`src/rtl/blocpu_loader.sv`:
```
// blocpu_loader: receives a length-prefixed instruction image from a byte-stream host,
// writes it into the core's programming port, then resets and starts the core and
// watches until it halts.
// Optional feature: define BLOCPU_LOADER_CHECKSUM_EN to require a trailing XOR checksum
// byte after the image; a mismatch ends the session in error before the core is touched.
// Instruction words are sent as two bytes (high byte first), so INSTRUCTION_WIDTH must
// lie in 9..16.
module blocpu_loader #(
    parameter int unsigned INSTRUCTION_WIDTH = 12,
    parameter int unsigned ADDRESS_WIDTH     = 16,
    parameter int unsigned RUN_TIMEOUT       = 16
) (
    input  logic                         clock,
    input  logic                         in_reset,
    input  logic                         in_start,
    input  logic [7:0]                   in_byte,
    input  logic                         in_byte_valid,
    output logic                         out_byte_ready,
    output logic [INSTRUCTION_WIDTH-1:0] out_instruction,
    output logic [ADDRESS_WIDTH-1:0]     out_instruction_address,
    output logic                         out_instruction_write,
    output logic                         out_core_reset,
    output logic                         out_core_running,
    input  logic                         in_core_running,
    output logic                         out_busy,
    output logic                         out_done,
    output logic                         out_error
);

    // Bits of the instruction carried by the high byte; the rest of that byte must be 0.
    localparam int unsigned HiWidth    = INSTRUCTION_WIDTH - 8;
    localparam int unsigned TimerWidth = $clog2(RUN_TIMEOUT + 1);

    typedef enum logic [3:0] {
        StIdle    = 4'd0,
        StLenHi   = 4'd1,
        StLenLo   = 4'd2,
        StInstHi  = 4'd3,
        StInstLo  = 4'd4,
        StWrHi    = 4'd5,
        StWrLo    = 4'd6,
`ifdef BLOCPU_LOADER_CHECKSUM_EN
        StCheck   = 4'd7,
`endif
        StCoreRst = 4'd8,
        StGap     = 4'd9,
        StStart   = 4'd10,
        StRun     = 4'd11,
        StDone    = 4'd12,
        StError   = 4'd13
    } state_e;

    // Where the session goes once the last instruction is written (or N=0).
`ifdef BLOCPU_LOADER_CHECKSUM_EN
    localparam state_e StAfterLoad = StCheck;
`else
    localparam state_e StAfterLoad = StCoreRst;
`endif

    state_e                       state_q, state_d;
    logic                         start_prev_q;
    logic [7:0]                   len_hi_q, len_hi_d;
    logic [15:0]                  count_q, count_d;
    logic [ADDRESS_WIDTH-1:0]     addr_q, addr_d;
    logic [HiWidth-1:0]           inst_hi_q, inst_hi_d;
    logic [INSTRUCTION_WIDTH-1:0] inst_q, inst_d;
    logic [TimerWidth-1:0]        timer_q, timer_d;
    logic [1:0]                   sync_q;
`ifdef BLOCPU_LOADER_CHECKSUM_EN
    logic [7:0]                   csum_q, csum_d;
`endif

    logic start_rise;
    logic xfer;
    logic core_running_sync;
    logic ready_d, write_d, core_reset_d, core_running_d, busy_d, done_d, error_d;

    assign start_rise        = in_start & ~start_prev_q;
    assign xfer              = in_byte_valid & out_byte_ready;
    assign core_running_sync = sync_q[1];

    assign out_instruction         = inst_q;
    assign out_instruction_address = addr_q;

    // Two-flop synchronizer for the core's running status and start-edge history.
    always_ff @(posedge clock or posedge in_reset) begin
        if (in_reset) begin
            sync_q       <= 2'b00;
            // A start held high across reset is not a new request.
            start_prev_q <= 1'b1;
        end else begin
            sync_q       <= {sync_q[0], in_core_running};
            start_prev_q <= in_start;
        end
    end

    // Session state, counters and captured instruction data.
    always_ff @(posedge clock or posedge in_reset) begin
        if (in_reset) begin
            state_q   <= StIdle;
            len_hi_q  <= '0;
            count_q   <= '0;
            addr_q    <= '0;
            inst_hi_q <= '0;
            inst_q    <= '0;
            timer_q   <= '0;
`ifdef BLOCPU_LOADER_CHECKSUM_EN
            csum_q    <= '0;
`endif
        end else begin
            state_q   <= state_d;
            len_hi_q  <= len_hi_d;
            count_q   <= count_d;
            addr_q    <= addr_d;
            inst_hi_q <= inst_hi_d;
            inst_q    <= inst_d;
            timer_q   <= timer_d;
`ifdef BLOCPU_LOADER_CHECKSUM_EN
            csum_q    <= csum_d;
`endif
        end
    end

    // Next-state logic: header capture, instruction assembly, write sequencing, core control.
    always_comb begin
        state_d   = state_q;
        len_hi_d  = len_hi_q;
        count_d   = count_q;
        addr_d    = addr_q;
        inst_hi_d = inst_hi_q;
        inst_d    = inst_q;
        timer_d   = timer_q;
`ifdef BLOCPU_LOADER_CHECKSUM_EN
        csum_d    = csum_q;
`endif

        unique case (state_q)
            StIdle, StDone, StError: begin
                if (start_rise) begin
                    state_d = StLenHi;
                    count_d = '0;
                    addr_d  = '0;
`ifdef BLOCPU_LOADER_CHECKSUM_EN
                    csum_d  = '0;
`endif
                end
            end
            StLenHi: begin
                if (xfer) begin
                    len_hi_d = in_byte;
                    state_d  = StLenLo;
                end
            end
            StLenLo: begin
                if (xfer) begin
                    count_d = {len_hi_q, in_byte};
                    addr_d  = '0;
                    state_d = ({len_hi_q, in_byte} == 16'd0) ? StAfterLoad : StInstHi;
                end
            end
            StInstHi: begin
                if (xfer) begin
                    if ((in_byte >> HiWidth) != 8'd0) begin
                        state_d = StError;
                    end else begin
                        inst_hi_d = in_byte[HiWidth-1:0];
`ifdef BLOCPU_LOADER_CHECKSUM_EN
                        csum_d    = csum_q ^ in_byte;
`endif
                        state_d   = StInstLo;
                    end
                end
            end
            StInstLo: begin
                if (xfer) begin
                    inst_d  = {inst_hi_q, in_byte};
`ifdef BLOCPU_LOADER_CHECKSUM_EN
                    csum_d  = csum_q ^ in_byte;
`endif
                    state_d = StWrHi;
                end
            end
            StWrHi: begin
                state_d = StWrLo;
            end
            StWrLo: begin
                // Address moves only after the write window so the port stays stable.
                addr_d  = addr_q + 1'b1;
                count_d = count_q - 16'd1;
                state_d = (count_q == 16'd1) ? StAfterLoad : StInstHi;
            end
`ifdef BLOCPU_LOADER_CHECKSUM_EN
            StCheck: begin
                if (xfer) begin
                    state_d = (in_byte == csum_q) ? StCoreRst : StError;
                end
            end
`endif
            StCoreRst: begin
                if (timer_q == TimerWidth'(1)) begin
                    state_d = StGap;
                end
            end
            StGap: begin
                state_d = StStart;
            end
            StStart: begin
                if (core_running_sync) begin
                    state_d = StRun;
                end else if (timer_q == TimerWidth'(RUN_TIMEOUT - 1)) begin
                    state_d = StError;
                end
            end
            StRun: begin
                if (!core_running_sync) begin
                    state_d = StDone;
                end
            end
            default: begin
                state_d = StIdle;
            end
        endcase

        // Timer counts cycles spent in the current timed state.
        if (state_d != state_q) begin
            timer_d = '0;
        end else if (state_q == StCoreRst || state_q == StStart) begin
            timer_d = timer_q + 1'b1;
        end
    end

    // Output decode from the next state so every output comes straight from a flop.
    always_comb begin
        ready_d        = 1'b0;
        write_d        = 1'b0;
        core_reset_d   = 1'b0;
        core_running_d = 1'b0;
        busy_d         = 1'b1;
        done_d         = 1'b0;
        error_d        = 1'b0;
        unique case (state_d)
            StIdle:                                 busy_d = 1'b0;
            StDone:    begin busy_d = 1'b0; done_d  = 1'b1; end
            StError:   begin busy_d = 1'b0; error_d = 1'b1; end
            StLenHi, StLenLo, StInstHi, StInstLo:   ready_d = 1'b1;
`ifdef BLOCPU_LOADER_CHECKSUM_EN
            StCheck:                                ready_d = 1'b1;
`endif
            StWrHi:                                 write_d = 1'b1;
            StCoreRst:                              core_reset_d = 1'b1;
            StStart:                                core_running_d = 1'b1;
            default:                                busy_d = 1'b1;
        endcase
    end

    // Registered status and strobe outputs.
    always_ff @(posedge clock or posedge in_reset) begin
        if (in_reset) begin
            out_byte_ready        <= 1'b0;
            out_instruction_write <= 1'b0;
            out_core_reset        <= 1'b0;
            out_core_running      <= 1'b0;
            out_busy              <= 1'b0;
            out_done              <= 1'b0;
            out_error             <= 1'b0;
        end else begin
            out_byte_ready        <= ready_d;
            out_instruction_write <= write_d;
            out_core_reset        <= core_reset_d;
            out_core_running      <= core_running_d;
            out_busy              <= busy_d;
            out_done              <= done_d;
            out_error             <= error_d;
        end
    end

endmodule
```
`config.mk`:
```
export PLATFORM = sky130hd
export DESIGN_NAME = blocpu_loader
export DESIGN_NICKNAME = d
export VERILOG_FILES = /design/src/rtl/blocpu_loader.sv
export SDC_FILE = /design/constraint.sdc
export NUM_CORES = 1
export LEC_CHECK = 0
export CAP_MARGIN = 10
export CORE_AREA = 2 2 101 93
export CTS_BUF_LIST = sky130_fd_sc_hd__clkbuf_8 sky130_fd_sc_hd__clkbuf_16
export CTS_CLUSTER_SIZE = 12
export DETAILED_ROUTE_END_ITERATION = 10
export DIE_AREA = 0 0 103 95
export PLACE_DENSITY = 0.66
export SYNTH_ARGS = -nofsm -noshare
export SYNTH_HDL_FRONTEND = slang
export SYNTH_SLANG_ARGS = --single-unit
```
`constraint.sdc`:
```
create_clock -name clock -period 6.35 [get_ports clock]
set_clock_uncertainty 0.2 [all_clocks]
set_input_delay 0.635 -clock clock [delete_from_list [all_inputs] [get_ports clock]]
set_output_delay 0.635 -clock clock [all_outputs]
set_load 0.03 [all_outputs]
```
Yosys cells after proc, flatten, opt, wreduce, memory -nomap -nowiden
Cells that the tools add are included.
{ "totals": {"regBits": 75, "out_inout_bits": 35} }
{ "classes": {"bitwise": 4, "addsub": 3, "mux": 27, "n_eq_ne": 27, "reduce_logical": 14} }
{ "op_table": {"columns": ["operator", "count"], "rows": [
  ["one-hot mux 16 bit (3 select lines)", 2],
  ["two-way mux 16 bit", 3],
  ["two-way mux 4 bit", 12],
  ["one-hot mux 4 bit (11 select lines)", 1],
  ["equality test 4 bit (second input constant)", 10],
  ["equality test 4 x 3 -> 1 bit (second input constant)", 5],
  ["adder 16 x 1 -> 16 bit (second input constant)", 1],
  ["equality test 16 x 1 -> 1 bit (second input constant)", 1],
  ["equality test 4 x 2 -> 1 bit (second input constant)", 4],
  ["zero test 16 bit", 1],
  ["subtractor 16 x 1 -> 16 bit (second input constant)", 1],
  ["two-way mux 5 bit", 2],
  ["equality test 4 x 1 -> 1 bit (second input constant)", 2],
  ["zero test 4 bit", 2],
  ["nonzero test 8 bit", 1],
  ["two-way mux 1 bit", 7],
  ["AND reduction 3 bit", 2],
  ["OR reduction 3 bit", 2],
  ["adder 5 x 1 -> 5 bit (second input constant)", 1],
  ["equality test 5 x 1 -> 1 bit (second input constant)", 1],
  ["equality test 5 x 4 -> 1 bit (second input constant)", 1],
  ["inequality test 2 bit (second input constant)", 2],
  ["inequality test 4 bit", 1],
  ["AND reduction 2 bit", 2],
  ["6 further kinds", 8]
]} }

Logic depth before layout (Yosys ltp)
Gate-level depths: netlist (run 1).
{ "logic_depth": {"depth_word": 7, "depth_mapped": 10, "mapped_depth_nobuf": 9} }

Worst setup path before layout (run 1)
OpenSTA, ideal clock, no wires.
{ "synth_timing": {"path_kind": "input-to-reg", "startpoint": "input port in_byte[4]", "endpoint": "register timer_q[1]", "path_buffers": 1, "cell_stages": 7, "slack_ps": 3689, "t_arrival_ps": 2367, "t_required_ps": 6056, "setup_time_ps": 94, "cell_sequence": "or4_1 -> nand2b_1 -> o31ai_1 -> or2_2 -> clkbuf_1 -> nand3_4 -> a211oi_1"} }
{ "synth_between": {"elab_chain_len": 6, "elab_cells_between_ends": 10} }
{ "synth_rtl": {"columns": ["item", "line", "source"], "rows": [
  ["start: declaration", "16", "input logic [7:0] in_byte,"],
  ["zero test 16 bit or nonzero test 8 bit (tied branches)", "158, 163", null],
  ["two-way mux 4 bit (on tied branches)", "158, 163", null],
  ["two-way mux 4 bit (on tied branches)", "155, 162", null],
  ["one-hot mux 4 bit (11 select lines) (*)", "137", "unique case (state_q)"],
  ["inequality test 4 bit (*)", "225", "if (state_d != state_q) begin"],
  ["two-way mux 5 bit or nonzero test 2 bit (tied branches)", null, null],
  ["end signal: assignment", "117", "timer_q <= timer_d;"],
  ["end: declaration", "67", "logic [TimerWidth-1:0] timer_q, timer_d;"]
]} }
Mark *: on every way between the ends. The rest lies on a longest branch, timed or not.
A chain may end at the register's enable or synchronous reset.

Worst setup path in the final report (run 1)
{ "layout_timing": {"startpoint": "register state_q[1]", "endpoint": "register out_byte_ready"} }
{ "layout_between": {"elab_chain_len": 6, "elab_cells_between_ends": 30} }
{ "layout_rtl": {"columns": ["item", "line", "source"], "rows": [
  ["start: declaration", "60", "state_e state_q, state_d;"],
  ["start signal: assignment", "100", "state_q <= StIdle;"],
  ["start signal: assignment", "111", "state_q <= state_d;"],
  ["equality test 4 bit (tied with other cells)", "137", null],
  ["OR reduction 3 bit or two-way mux 4 bit (tied branches)", "137, 208", null],
  ["one-hot mux 4 bit (11 select lines) (*)", "137", null],
  ["equality test 4 x 1 -> 1 bit (tied with other cells)", "241", "unique case (state_d)"],
  ["OR reduction 4 bit (*)", "241", null],
  ["two-way mux 1 bit (*)", "241", null],
  ["net ready_d", "76", "logic ready_d, write_d, core_reset_d, core_running_d, busy_d, done_d, error_d;"],
  ["end signal: assignment", "267", "out_byte_ready <= ready_d;"],
  ["end: declaration", "18", "output logic out_byte_ready,"]
]} }
Mark *: on every way through the listed nets, which the timed path passes. The rest lies on a longest branch.

==> results.yml, run 1 <==
routing:
  wl_per_cell_um: 15.8
  wirelength_um: 9070
  vias: 3245
  ant_nets: 0
  drc_errors: 0
  drt_iter0_drc: 425
  firstDrtPassIters: 6
  via_per_inst: 5.66
sta:
  worst_pin_slew_ns: 1.15
  min_period_over_period: 0.464
  finalHoldViolCount: 0
  tns_ns: 0
  fmax_mhz: 339
  timing.hold.ws_ns: 0.152
  final.setup.worst_slack_ns: 3.40
  rsz0062_at_grt: "no"
  max-slew-margin-rel: 0.232
  setup_viol: 0
  fin_crit_ns: 2.95
  timing.final.max_slew_violations: 0
global_routing:
  grt_overflow: 0
  met1_usage: 0.307
  antenna_found_initial: 0
  grtUsageMet2: 0.298
  grt_pass1_wl_um: 15700
  grt_max_degree: 76
  grt_pass1_vias: 3137
  gr-usage-all-layers: 0.206
  top_usage_layer: "met1"
  grtUsageMet3: 0.0570
clocking:
  clk_latency_ns: 0.35
  htreeDepth: 3
  cts_root_buf: "clkbuf_8"
  cts_tree: "yes"
  cts.repair.resized: 0
  hold_buffers: 0
  clk_path_buf_depth: 2
  clkSinkCount: 75
  post_cts_buffers: 0
  cts_buffers: 9
  clk_pin_slew_ns: 0.08
finish:
  drive_above_1_share: 0.120
  filler_cell_count: 846
  seqCellArea_um2: 1880
  num_antenna_cells: 0
  nets: 466
  area_growth_pct: 20.0
  multi_input_area_um2: 1840
place:
  pre_cts_slack_ns: 3.00
  gp_congestion: 0.924
  numPortBuffers: 47
  hpwlAfterDp_um: 6220
setup_path:
  critical_path_class: "reg2reg"
  crit_path_end_kind: "register"
  critPathLaunchType: "register"
  cpMaxStageDelayCell: "nor3_2"
  critPathMaxFanout: 17
  cp_cell_sequence: "nand2b_1 -> nor3_2 -> o31ai_1 -> or2_2 -> a31o_2 -> a21oi_1"
  cpPeakStageDelay_ns: 0.84
  arrival_ns: 3.02
  required_ns: 6.42
logic_synthesis:
  synth_seq_cells: 75
  synth-edff-count: 0
  synthTopCellsByArea: "dfrtp_1, o21ai_0, mux2_2"
  yosysTopAreaCell: "dfrtp_1"
  syn_area_per_cell_um2: 9.44
  synth_flop_cell: "dfrtp_1"
  synth_fp_nets: 429
  ys_warn_count: 0
  synth_cell_types: 51
  syn_area_um2: 3870
  ys_seq_area_frac: 0.485
  syn_inst: 410
  async_flop_share: 1.00
  yosysTopAreaCellShare: 0.479
power_and_ir_drop:
  irDropWorstVdd_mv: 0.164
  power.density_nw_per_um2: 418
  p_leak_nw: 1.96
floorplanning:
  dieArea_um2: 9790
  rows: 33
  core_area_um2: 8840
  die_y_um: 95
  start_util: 0.438
  ios: 48
  fp.dieW_um: 103
status:
  outcome: "finished clean"
run:
  drv.max_cap_violation_count: 0
hold_path:
  min_path_type: "reg2reg"
-- sequential cells by signal (all words and copies together) (netlist names) --
name / flops
timer_q: 5
start_prev_q: 1
sync_q: 2
state_q: 4
out_error: 1
out_instruction_write: 1
out_core_running: 1
out_done: 1
inst_hi_q: 4
out_byte_ready: 1
len_hi_q: 8
out_busy: 1
out_core_reset: 1
out_instruction_address: 16
count_q: 16
out_instruction: 12
-- per-layer routing --
| layer | routed length (µm) | up-vias |
|---|---|---|
| li1 | - | 1564 |
| met1 | 4360 | 1564 |
| met2 | 4080 | 106 |
| met3 | 544 | 11 |
| met4 | 84 | 0 |
| met5 | 0 | - |
-- metrics by stage --
| stage | power, W | instances | instance area, µm² | util |
|---|---|---|---|---|
| global route | 0.00209 | 573 | 4640 | 0.525 |
| finish | 0.00194 | 573 | 4640 | 0.525 |
| CTS | 0.00195 | 572 | 4640 | 0.525 |
| floorplan | 0.00131 | 410 | 3870 | - |
| detailed placement | 0.00152 | 557 | 4410 | 0.499 |
| global placement | 0.00151 | 557 | 4410 | 0.499 |
-- synthesized netlist by cell type (6+ instances only) --
master,n
nor2_1,31
ha_1,6
nor4_1,6
o21ai_0,52
nor3_1,11
inv_1,16
xor2_1,6
mux2_2,20
a22oi_1,8
a21oi_1,25
nand2_1,36
nand3_1,12
dfrtp_1,74
clkbuf_1,21
nand4_1,8
a31oi_1,6
-- critical path: cells and delay by family (launching register included) --
| family | cells | cell delay [ns] |
|---|---|---|
| AO/OA/AOI/OAI | 3 | 0.59 |
| flip-flops | 1 | 0.63 |
| AND/OR/NAND/NOR | 3 | 1.47 |
-- power breakdown --
group | internal [W] | switching (W) | leakage [nW] | total [W]
combinational | 0.000311 | 0.000487 | 0.845 | 0.000797
clock | 0.000241 | 0.000175 | 0.115 | 0.000415
sequential | 0.000593 | 0.000137 | 1.00 | 0.000731
total | 0.00114 | 0.000799 | 1.96 | 0.00194
-- path summary, 6_finish.rpt --
path | start | to | slack [ns] | depth (start not counted)
worst min register to register | sync_q[0] | sync_q[1] | 0.15 | 0
worst min-delay path | sync_q[0] | sync_q[1] | 0.15 | 0
worst max register to register | state_q[1] | out_byte_ready | 3.40 | 6
max in group asynchronous | in_reset | out_instruction_address[12] | 4.63 | 3
min in group asynchronous | in_reset | out_instruction[9] | 0.68 | 3
worst max-delay path | state_q[1] | out_byte_ready | 3.40 | 6
-- cell usage in the layout (no fill, tap or decap), types with 2 or more instances in the layout --
cell,count
clkdlybuf4s50_1,47
and2_1,4
xor2_1,6
mux2_2,20
o21ai_0,52
nor2_1,31
nand3_1,12
bufinv_16,2
a21oi_1,25
and3_1,3
ha_1,6
a31o_2,2
or3_1,3
nor4_1,6
clkbuf_8,11
a22o_1,2
a32oi_1,3
nand2b_1,5
inv_1,15
dfrtp_1,74
nand4_1,8
a22oi_1,8
a211oi_1,5
o2111ai_1,4
or4_4,2
or4_1,4
buf_4,2
o41ai_1,2
a31oi_1,6
nor3_1,11
nor2b_1,5
nor3b_1,2
nand2_1,36
or2_2,4
-- cells by family (layout without fill, tap and decap cells) --
logic type,count (synthesis),count (layout),share of synthesized area
compound gates,119,119,0.189
xor+xnor,6,6,0.0136
fa+ha+maj,6,6,0.0194
buf+inv,40,81,0.0398
flops,75,75,0.485
mux,21,21,0.0608
simple gates,143,143,0.192
-- area by class of cell --
cell class,instances,share of cell area
sequential,75,0.404
clock inverter,4,0.0159
multi-input combinational,295,0.396
tap,122,0.0329
inverter,16,0.0129
clock buffer,11,0.0326
timing repair buffer,50,0.106
(Power assumes the default switching activity.)
==> inputs of run 2 (changes only) <==
==> constraint.sdc (replaced) <==
create_clock -name clock -period 2.8 [get_ports clock]
set_clock_uncertainty 0.2 [all_clocks]
set_input_delay 0.28 -clock clock [delete_from_list [all_inputs] [get_ports clock]]
set_output_delay 0.28 -clock clock [all_outputs]
set_load 0.03 [all_outputs]
==> results.yml, run 2 (synthesis results as in run 1) <==
clocking:
  cts_root_buf: "clkbuf_8"
  cts_tree: "yes"
  cts_buffers: 9
  htreeDepth: 3
  post_cts_buffers: 0
  clk_latency_ns: 0.35
  clkSinkCount: 75
  clk_pin_slew_ns: 0.08
  clk_path_buf_depth: 2
global_routing:
  gr-usage-all-layers: 0.204
  antenna_found_initial: 0
  grt_overflow: 0
  grt_pass1_wl_um: 15400
  grt_pass1_vias: 3111
  grt_max_degree: 76
place:
  pre_cts_slack_ns: -0.0550
  place_area_um2: 4580
  numPortBuffers: 47
  gp_congestion: 0.945
  hpwlAfterDp_um: 6530
floorplanning:
  fp.dieW_um: 103
  start_util: 0.438
  ios: 48
  core_area_um2: 8840
  die_y_um: 95
  rows: 33
  dieArea_um2: 9790
power_and_ir_drop:
  power.density_nw_per_um2: 930
  p_leak_nw: 2.05
  power.total_w: 0.00447
  irDropWorstVdd_mv: 0.357
finish:
  finalCoreUtilization: 0.544
  area_growth_pct: 24.2
  seqCellArea_um2: 1880
  num_antenna_cells: 0
  filler_cell_count: 819
  final_cell_mix: "dfrtp_1, o21ai_0, clkdlybuf4s50_1"
  multi_input_area_um2: 1850
  layout_commonest_cell: "dfrtp_1"
  drive_above_1_share: 0.161
  stdcell_area_um2: 4810
  nets: 486
setup_path:
  critPathMaxFanout: 7
  arrival_ns: 2.71
  r2r_setup_slack_ns: 0.15
  required_ns: 2.86
  crit_path_end_kind: "register"
  critical_path_class: "reg2reg"
  critPathLaunchType: "register"
routing:
  vias: 3334
  wl_per_cell_um: 15.8
  firstDrtPassIters: 5
  drc_errors: 0
  wirelength_um: 9370
  via_per_inst: 5.61
  ant_nets: 0
  drt_iter0_drc: 262
status:
  outcome: "finished clean"
sta:
  final.setup.worst_slack_ns: 0.149
  finalHoldViolCount: 0
  rsz0062_at_grt: "no"
  fin_crit_ns: 2.65
  min_period_over_period: 0.947
  setup_viol: 0
  timing.final.max_slew_violations: 0
  worst_pin_slew_ns: 0.547
  max-slew-margin-rel: 0.631
  fmax_mhz: 377
  tns_ns: 0
hold_path:
  min_path_type: "in2async"
run:
  drv.max_cap_violation_count: 0
run 2: changes by cell type in the layout (fill, tap and decap cells not counted):
cell | before | now
buf_2 | 1 | 0
clkinvlp_4 | 0 | 2
o21ai_2 | 0 | 1
buf_12 | 0 | 1
inv_1 | 15 | 16
clkinv_4 | 1 | 0
clkinv_2 | 1 | 0
o21ai_1 | 1 | 0
clkbuf_8 | 11 | 12
a211oi_2 | 0 | 1
buf_4 | 2 | 22
bufinv_16 | 2 | 1
a211oi_1 | 5 | 4
run 2: final cells by class:
| class | count | share of cell area |
|---|---|---|
| inverters | 16 | 0.0125 |
| multi-input cells | 295 | 0.384 |
| clock buffers | 12 | 0.0344 |
| clock inverters | 4 | 0.0102 |
| repair buffers | 70 | 0.136 |
| flip-flops and latches | 75 | 0.391 |
| well taps | 122 | 0.0318 |
run 2: final timing paths:
| check | from | end | cells after the start |
|---|---|---|---|
| max in group asynchronous | in_reset | start_prev_q | 3 |
| min in group clock | sync_q[0] | sync_q[1] | 0 |
| hold / removal | in_reset | timer_q[0] | 3 |
| hold reg to reg | sync_q[0] | sync_q[1] | 0 |
| setup / recovery | count_q[1] | timer_q[1] | 8 |
| setup reg to reg | count_q[1] | timer_q[1] | 8 |
run 2: power by group:
part | switching, W | leakage [nW] | internal, W
Clock | 0.000400 | 0.106 | 0.000482
Sequential | 0.000267 | 1.00 | 0.00134
Combinational | 0.00119 | 0.947 | 0.000789
Total | 0.00185 | 2.05 | 0.00262
run 2: routing by layer:
layer	GRT usage	routed length [µm]
met5	0	0
met4	0.0779	159
met2	0.291	4100
met3	0.0303	413
met1	0.312	4700
run 2: timing repair:
item | 4_1_cts | 5_1_grt
resized for setup | 0 | 2
hold buffers | 0 | 0
endpoints found under the setup margin | 0 | 1
run 2: critical path, stage by stage, from the launching register on:
cell and delay (ns):
dfrtp_1 0.36, inv_1 0.07, ha_1 0.13, or4b_2 0.59, or4_4 0.45, nand2_2 0.12
o2111a_4 0.28, nand3_4 0.10, a211oi_1 0.25
run 2: metrics by stage:
step | instances | hold WS (ns)
after detailed placement | 578 | 0.137
final | 594 | 0.128
after floorplan | 410 | 0.0845
after global placement | 578 | 0.132
after CTS | 594 | 0.149
after global routing | 594 | 0.162
==> inputs of run 3 (changes only) <==
==> config.mk (replaced) <==
export PLATFORM = sky130hd
export DESIGN_NAME = blocpu_loader
export DESIGN_NICKNAME = d
export VERILOG_FILES = /design/src/rtl/blocpu_loader.sv
export SDC_FILE = /design/constraint.sdc
export NUM_CORES = 1
export LEC_CHECK = 0
export CAP_MARGIN = 10
export CORE_AREA = 2 2 90 83
export CTS_BUF_LIST = sky130_fd_sc_hd__clkbuf_4
export CTS_CLUSTER_SIZE = 12
export DETAILED_ROUTE_END_ITERATION = 10
export DIE_AREA = 0 0 92 85
export PLACE_DENSITY = 0.81
export SYNTH_ARGS = -nofsm -noshare
export SYNTH_HDL_FRONTEND = slang
export SYNTH_SLANG_ARGS = --single-unit
==> results.yml, run 3 (synthesis results as in run 1) <==
floorplanning:
  core_area_um2: 6890
  dieArea_um2: 7820
  die_y_um: 85
  rows: 29
  ios: 48
  fp.dieW_um: 92
  start_util: 0.561
sta:
  finalHoldViolCount: 0
  fmax_mhz: 364
  worst_pin_slew_ns: 0.580
  final.setup.worst_slack_ns: 0.0513
  fin_crit_ns: 2.75
  setup_viol: 0
  tns_ns: 0
  timing.hold.ws_ns: 0.00866
  max-slew-margin-rel: 0.613
  min_period_over_period: 0.982
  timing.final.max_slew_violations: 0
power_and_ir_drop:
  irDropWorstVdd_mv: 0.477
  power.density_nw_per_um2: 909
  p_leak_nw: 2.00
global_routing:
  grt_pass1_wl_um: 15500
  gr-usage-all-layers: 0.250
  grt_max_degree: 51
  antenna_found_initial: 0
  grt_pass1_vias: 3198
  grt_overflow: 0
clocking:
  clk_path_buf_depth: 2
  htreeDepth: 3
  clkSinkCount: 75
  cts_tree: "yes"
  cts_root_buf: "clkbuf_4"
  clk_latency_ns: 0.44
  cts_buffers: 9
  clk_pin_slew_ns: 0.13
  post_cts_buffers: 0
place:
  pre_cts_slack_ns: -0.0251
  hpwlAfterDp_um: 6540
  numPortBuffers: 47
  gp_congestion: 0.967
  place_area_um2: 4520
setup_path:
  arrival_ns: 2.86
  path_buf_inv: 1
  cp_cell_sequence: "inv_1 -> ha_1 -> or4b_2 -> or4_4 -> nor2_1 -> nor4_1 -> a21oi_1 -> a211oi_1"
  critical_path_class: "reg2reg"
  cp_top_family: "simple AND/OR/NAND/NOR gates"
  critPathLaunchType: "register"
  crit_path_end_kind: "register"
  required_ns: 2.91
  r2r_setup_slack_ns: 0.05
  cpMaxStageDelayCell: "or4b_2"
  r2r_start: "count_q[1]"
  reg2reg_to: "timer_q[2]"
  cpPeakStageDelay_ns: 0.59
  startpoint: "count_q[1]"
  ff2ff_path_depth: 8
  critPathMaxFanout: 4
finish:
  drive_above_1_share: 0.156
  layout_commonest_cell: "dfrtp_1"
  stdcell_area_um2: 4670
  multi_input_area_um2: 1850
  seqCellArea_um2: 1880
  num_antenna_cells: 0
  final_cell_mix: "dfrtp_1, o21ai_0, clkdlybuf4s50_1"
  area_growth_pct: 20.8
  filler_cell_count: 541
  finalCoreUtilization: 0.678
  nets: 483
run:
  drv.max_cap_violation_count: 0
status:
  outcome: "finished clean"
routing:
  wl_per_cell_um: 16.5
  wirelength_um: 9270
  vias: 3402
  firstDrtPassIters: 5
  via_per_inst: 6.05
  ant_nets: 0
  drt_iter0_drc: 377
  drc_errors: 0
hold_path:
  min_path_type: "in2async"
[run 3: cell types whose count changed in the layout (fill, tap and decap cells not counted), moves of 2 or more]
cell      change
clkbuf_8     -12
clkbuf_4     +10
buf_4         -3
clkinv_4      +2
[run 3: final cells by class]
class                      count  area share
inverter                      16      0.0128
clock inverter                 6      0.0142
sequential                    75       0.402
multi-input combinational    295       0.395
clock buffer                  10      0.0161
timing repair buffer          67       0.135
tap                           93      0.0249
[run 3: layer usage]
layer  routed length (µm)  vias to the layer above  global-route usage
li1                     -                     1599                   -
met2                 4230                      150               0.376
met1                 4160                     1633               0.347
met3                  715                       20              0.0817
met5                    0                        -                   0
met4                  160                        0              0.0814
[run 3: stage by stage]
step | cells | total power, W
floorplan | 410 | 0.00297
global placement | 546 | 0.00347
detailed placement | 546 | 0.00353
CTS | 562 | 0.00421
global route | 562 | 0.00454
finish | 562 | 0.00425
[run 3: repair_timing]
action | 4_1_cts | 5_1_grt
hold buffers | 0 | 0
endpoints found under the setup margin | 0 | 5
gates resized for setup | 0 | 2
[run 3: worst max-delay path by stage]
stage                     slack, ns  cells after the start        endpoint
final                          0.05                      8      timer_q[2]
after global routing          -0.01                      8        out_busy
after CTS                       0.1                      8      timer_q[2]
after detailed placement      -0.03                      7      timer_q[2]
after global placement         0.08                      7  out_byte_ready
after floorplan                0.25                      8      timer_q[1]
[run 3: report_power, final]
part           leakage (nW)  internal [W]  switching [W]  total [W]
combinational         0.932      0.000778        0.00114    0.00192
sequential             1.00       0.00134       0.000310    0.00165
clock                0.0702      0.000282       0.000397   0.000679
==> RTL change 1 (flow settings as in run 3) <==
Set the parameter `RUN_TIMEOUT` to 32 (it was 16).
--- a/src/rtl/blocpu_loader.sv
+++ b/src/rtl/blocpu_loader.sv
@@ -9,5 +9,5 @@
     parameter int unsigned INSTRUCTION_WIDTH = 12,
     parameter int unsigned ADDRESS_WIDTH     = 16,
-    parameter int unsigned RUN_TIMEOUT       = 16
+    parameter int unsigned RUN_TIMEOUT       = 32
 ) (
     input  logic                         clock,
Formal check against the unedited RTL: same outputs for any inputs over 10 cycles, from zero or initial values and one cycle with in_reset high; that may be too few to reach the edited logic, so the function may still have changed.
==> RTL change 1 against run 3 <==
  * Synthesized area up 1.0%
  * Largest power group unchanged
  * Highest routed layer unchanged
  * Total power up 4.1%
  * Sequential cell count rose by 1
  * Worst setup slack improved by 120 ps
  * Final cell count grew 1.2%
  * Critical endpoint is now out_byte_ready
  * Critical path type unchanged
  * Wire length increased by 4.9%
  * Combinational power up 5%
  * Count of clock-buffer cells in the layout is 1 lower
  * Final area increased by 2.1%
==> RTL change 1: results (changes against run 3) <==
nets=490 (was 483); Placer Congestion=0.932 (was 0.967); first-pass GRT wire length=16300 µm (was 15500 µm); layout filler cell count=515 (was 541); P_leak=2.05 nW (was 2.00 nW); Post-Syn Instances=408 (was 410); synth unique cells=51 (unchanged); Num CTS Buffers=9 (unchanged); outcome=finished clean (unchanged); Post-synth ARST share=100% (unchanged); DRT iter0 DRCs=354 (was 377); Detailed Routing Iterations Pass 1=5 (unchanged); Post-DP HPWL=6790 µm (was 6540 µm); share of cells above drive strength 1=14.3% (was 15.6%); NetSw=1.88 mW (was 1.85 mW); vias per cell=6.15 (was 6.05); CP max-delay cell=or4_1 (was or4b_2); Overall Global Routing Usage=26.1% (was 25.0%); worst skew pair latency=410 ps (was 440 ps); crit path DAT=2760 ps (was 2860 ps); Max Root-Sink Buffers=2 (unchanged); Final Non-Filler Cells=569 (was 562); largest net degree at the start of global routing=77 (was 51); Yosys warnings=0 (unchanged); Syn Nets=426 (was 429); Seq/Total Area, Yosys=48.7% (was 48.5%); antenna violations before repair=0 (unchanged); CP max stage delay=540 ps (was 590 ps); top cells by count, synth=75 x dfrtp_1, 41 x nor2_1, 36 x nand2_1 (was 74 x dfrtp_1, 52 x o21ai_0, 36 x nand2_1); Routed WL per cell=17.1 µm (was 16.5 µm); diodes inserted=0 (unchanged); number of global-route vias before repair=3380 (was 3198); Resized Gates After CTS=0 (unchanged); Top delay family on crit path=simple AND/OR/NAND/NOR gates (unchanged); slew at the pin closest to its max-slew limit=575 ps (was 580 ps); Inst Count DP=554 (was 546); Root Buffer=clkbuf_4 (unchanged); CP max FO=5 (was 4); setup bufs post-CTS=0 (unchanged); Synth area leaders=dfrtp_1 48%, mux2_2 5.8%, o21ai_0 4.5% (was dfrtp_1 48%, o21ai_0 6.7%, mux2_2 5.8%); Worst VDD drop=0.000507 V (was 0.000477 V)
## RTL change 1: worst paths after layout
path                       startpoint        endpoint  slack [ps]  cells past startpoint
max in group asynchronous    in_reset    start_prev_q        1990                      3
setup reg to reg           timer_q[0]  out_byte_ready         170                      7
min in group clock           in_start    start_prev_q          70                      1
hold reg to reg             sync_q[0]       sync_q[1]         160                      0
setup / recovery           timer_q[0]  out_byte_ready         170                      7
hold / removal               in_reset        out_done          60                      3
## RTL change 1: area by class of cell
class                           instances  area share, %
Sequential cell                        76           39.9
Multi-Input combinational cell        301           39.5
Timing Repair Buffer                   73           14.2
Tap cell                               93           2.44
Clock inverter                          6           1.68
Clock buffer                            9           1.42
Inverter                               11          0.865
## RTL change 1: routing by layer
layer  track usage [%]  up-vias  share of wire (%)
met4              9.09        0                1.6
li1                  -     1613                  -
met3              5.68       20                7.4
met5                 0        -                  0
met2              38.0      173                 45
met1              39.0     1695                 46
## RTL change 1: tightest hold or removal path: stages
cell             delay (ps)
clkdlybuf4s50_1         420
inv_2                    70
buf_12                  320
## RTL change 1: through the flow
stage / worst slack, ps / util (%) / cell area, µm² / TNS, ps
after floorplan: 363 / - / 3910 / 0
after global placement: 111 / 67.1 / 4620 / 0
after detailed placement: -40.7 / 67.1 / 4620 / -71.1
after CTS: 205 / 69.2 / 4770 / 0
after global routing: 37.7 / 69.2 / 4770 / 0
final: 172 / 69.2 / 4770 / 0
## RTL change 1: cell families (layout without fill, tap and decap cells)
kind of cell,Yosys count,count (layout),share of synthesized area (%)
simple gates,167,167,22.6
compound gates,93,93,14.7
flops,76,76,48.7
buf+inv,31,99,3.04
mux,20,20,5.76
xor+xnor,16,16,3.59
fa+ha+maj,5,5,1.60
## RTL change 1: power groups by stage
stage | combinational [mW] | sequential [mW] | clock [mW]
4_1_cts | 1.98 | 1.68 | 0.735
2_1_floorplan | 1.23 | 1.75 | 0
6_report | 2.01 | 1.70 | 0.722
3_3_place_gp | 1.91 | 1.69 | 0
3_5_place_dp | 1.97 | 1.70 | 0
5_1_grt | 2.19 | 1.73 | 0.789
==> RTL change 2 (settings of run 3) <==
Without the edit above. Remove the register `out_error`: a continuous assignment takes its place, so the output `out_error` follows one clock earlier.
--- a/src/rtl/blocpu_loader.sv
+++ b/src/rtl/blocpu_loader.sv
@@ -263,5 +263,4 @@
             out_busy              <= 1'b0;
             out_done              <= 1'b0;
-            out_error             <= 1'b0;
         end else begin
             out_byte_ready        <= ready_d;
@@ -271,7 +270,8 @@
             out_busy              <= busy_d;
             out_done              <= done_d;
-            out_error             <= error_d;
-        end
-    end
+        end
+    end
+
+    assign out_error = error_d;
 
 endmodule
Behaviour: not the same (a bounded check fails within 10 cycles, from zero or initial values and one cycle with in_reset high).
==> RTL change 2 against run 3 <==
  * The run now ends with hold timing, setup timing left
  * Synthesized area is 0.52% lower
  * Via count is 5.5% higher
  * Sequential cell count is 1 lower
  * Final area is 6.1% higher
  * Wire length is 1.3% higher
  * Total power is 12% higher
  * Worst setup slack worse by 570 ps
  * Largest cell class is now multi-input combinational cells
  * First-iteration DRC count is 18% lower
  * Highest routed layer unchanged
==> RTL change 2: results (changes against run 3) <==
Critical Path Sink=out_error (was timer_q[2]); met2 routed WL=4570 µm (was 4230 µm); number of global-route vias before repair=3394 (was 3198); Routed WL per cell=15.8 µm (was 16.5 µm); NetSw=2.01 mW (was 1.85 mW); Placement Cell Area=4750 µm² (was 4520 µm²); Worst VDD drop=0.00104 V (was 0.000477 V); met2 Resource Use GR=40.2% (was 37.6%); Reg2Reg Setup Slack=-110 ps (was 50 ps); Placer Congestion=0.874 (was 0.967); fin worst setup slack=-522 ps (was 51.3 ps); CP max stage delay=570 ps (was 590 ps); Fin Hold WS=-0.228 ps (was 8.66 ps); Setup-failing EPs final=5 (was 0); DRT iter0 DRCs=308 (was 377); share of cells above drive strength 1=21.9% (was 15.6%); synth unique cells=50 (was 51); Reg2Reg Depth=6 (was 8); Syn Nets=430 (was 429); H-tree depth=3 (unchanged); largest net degree at the start of global routing=49 (was 51); P_leak=2.19 nW (was 2.00 nW); CP max FO=3 (was 4); Flop pwr share=33.3% (was 38.9%); endpoints failing hold=1 (was 0); outcome=finished, violations left (was finished clean); GR Util met1=34.6% (was 34.7%); antenna violations before repair=0 (unchanged); Slew HR=61.7% (was 61.3%); failing checks=hold timing, setup timing; first-pass GRT wire length=16100 µm (was 15500 µm); Reg-to-Reg End=out_busy (was timer_q[2]); diodes inserted=0 (unchanged); DR vias=3590 (was 3402); Post-DP HPWL=6600 µm (was 6540 µm); CP max-delay cell=or4_4 (was or4b_2); worst slack, placed=-371 ps (was -25.1 ps); WL met3=520 µm (was 715 µm); nets=516 (was 483); Seq/Total Area, Yosys=48.1% (was 48.5%); Critical Path Source=count_q[11] (was count_q[1]); top cells by count, synth=73 x dfrtp_1, 59 x o21ai_0, 34 x nand2_1 (was 74 x dfrtp_1, 52 x o21ai_0, 36 x nand2_1); met3 Track Usage GR=6.04% (was 8.17%); Synth area leaders=dfrtp_1 47%, o21ai_0 7.7%, mux2_2 5.9% (was dfrtp_1 48%, o21ai_0 6.7%, mux2_2 5.8%); portion of total power attributed to combinational logic=51.6% (was 45.1%); setup TNS=-721 ps (was 0 ps)
==> RTL change 2: timing repair <==
| action | in CTS | in global routing |
|---|---|---|
| buffers inserted | 2 | 0 |
| endpoints found under the setup margin | 5 | 9 |
| pin swaps | 1 | 0 |
| gates resized for setup | 4 | 9 |
==> RTL change 2: cell type report <==
class / instances / area (µm²)
Multi-Input combinational cell: 300 / 1910
Clock buffer: 9 / 67.6
Sequential cell: 74 / 1850
Fill cell: 508 / 1940
Timing Repair Buffer: 100 / 882
Inverter: 12 / 45.0
Tap cell: 93 / 116
Clock inverter: 7 / 83.8
==> RTL change 2: logic make-up after synthesis <==
family,share of synthesized area (%)
compound gates,18.8
xor+xnor,0.228
fa+ha+maj,1.95
buf+inv,3.67
flops,48.1
mux,6.37
simple gates,20.9
==> RTL change 2: per-stage QoR <==
stage | power [mW] | std cells
CTS | 4.69 | 595
floorplan | 3.04 | 411
detailed placement | 3.91 | 577
global placement | 3.83 | 577
finish | 4.75 | 595
global route | 5.09 | 595
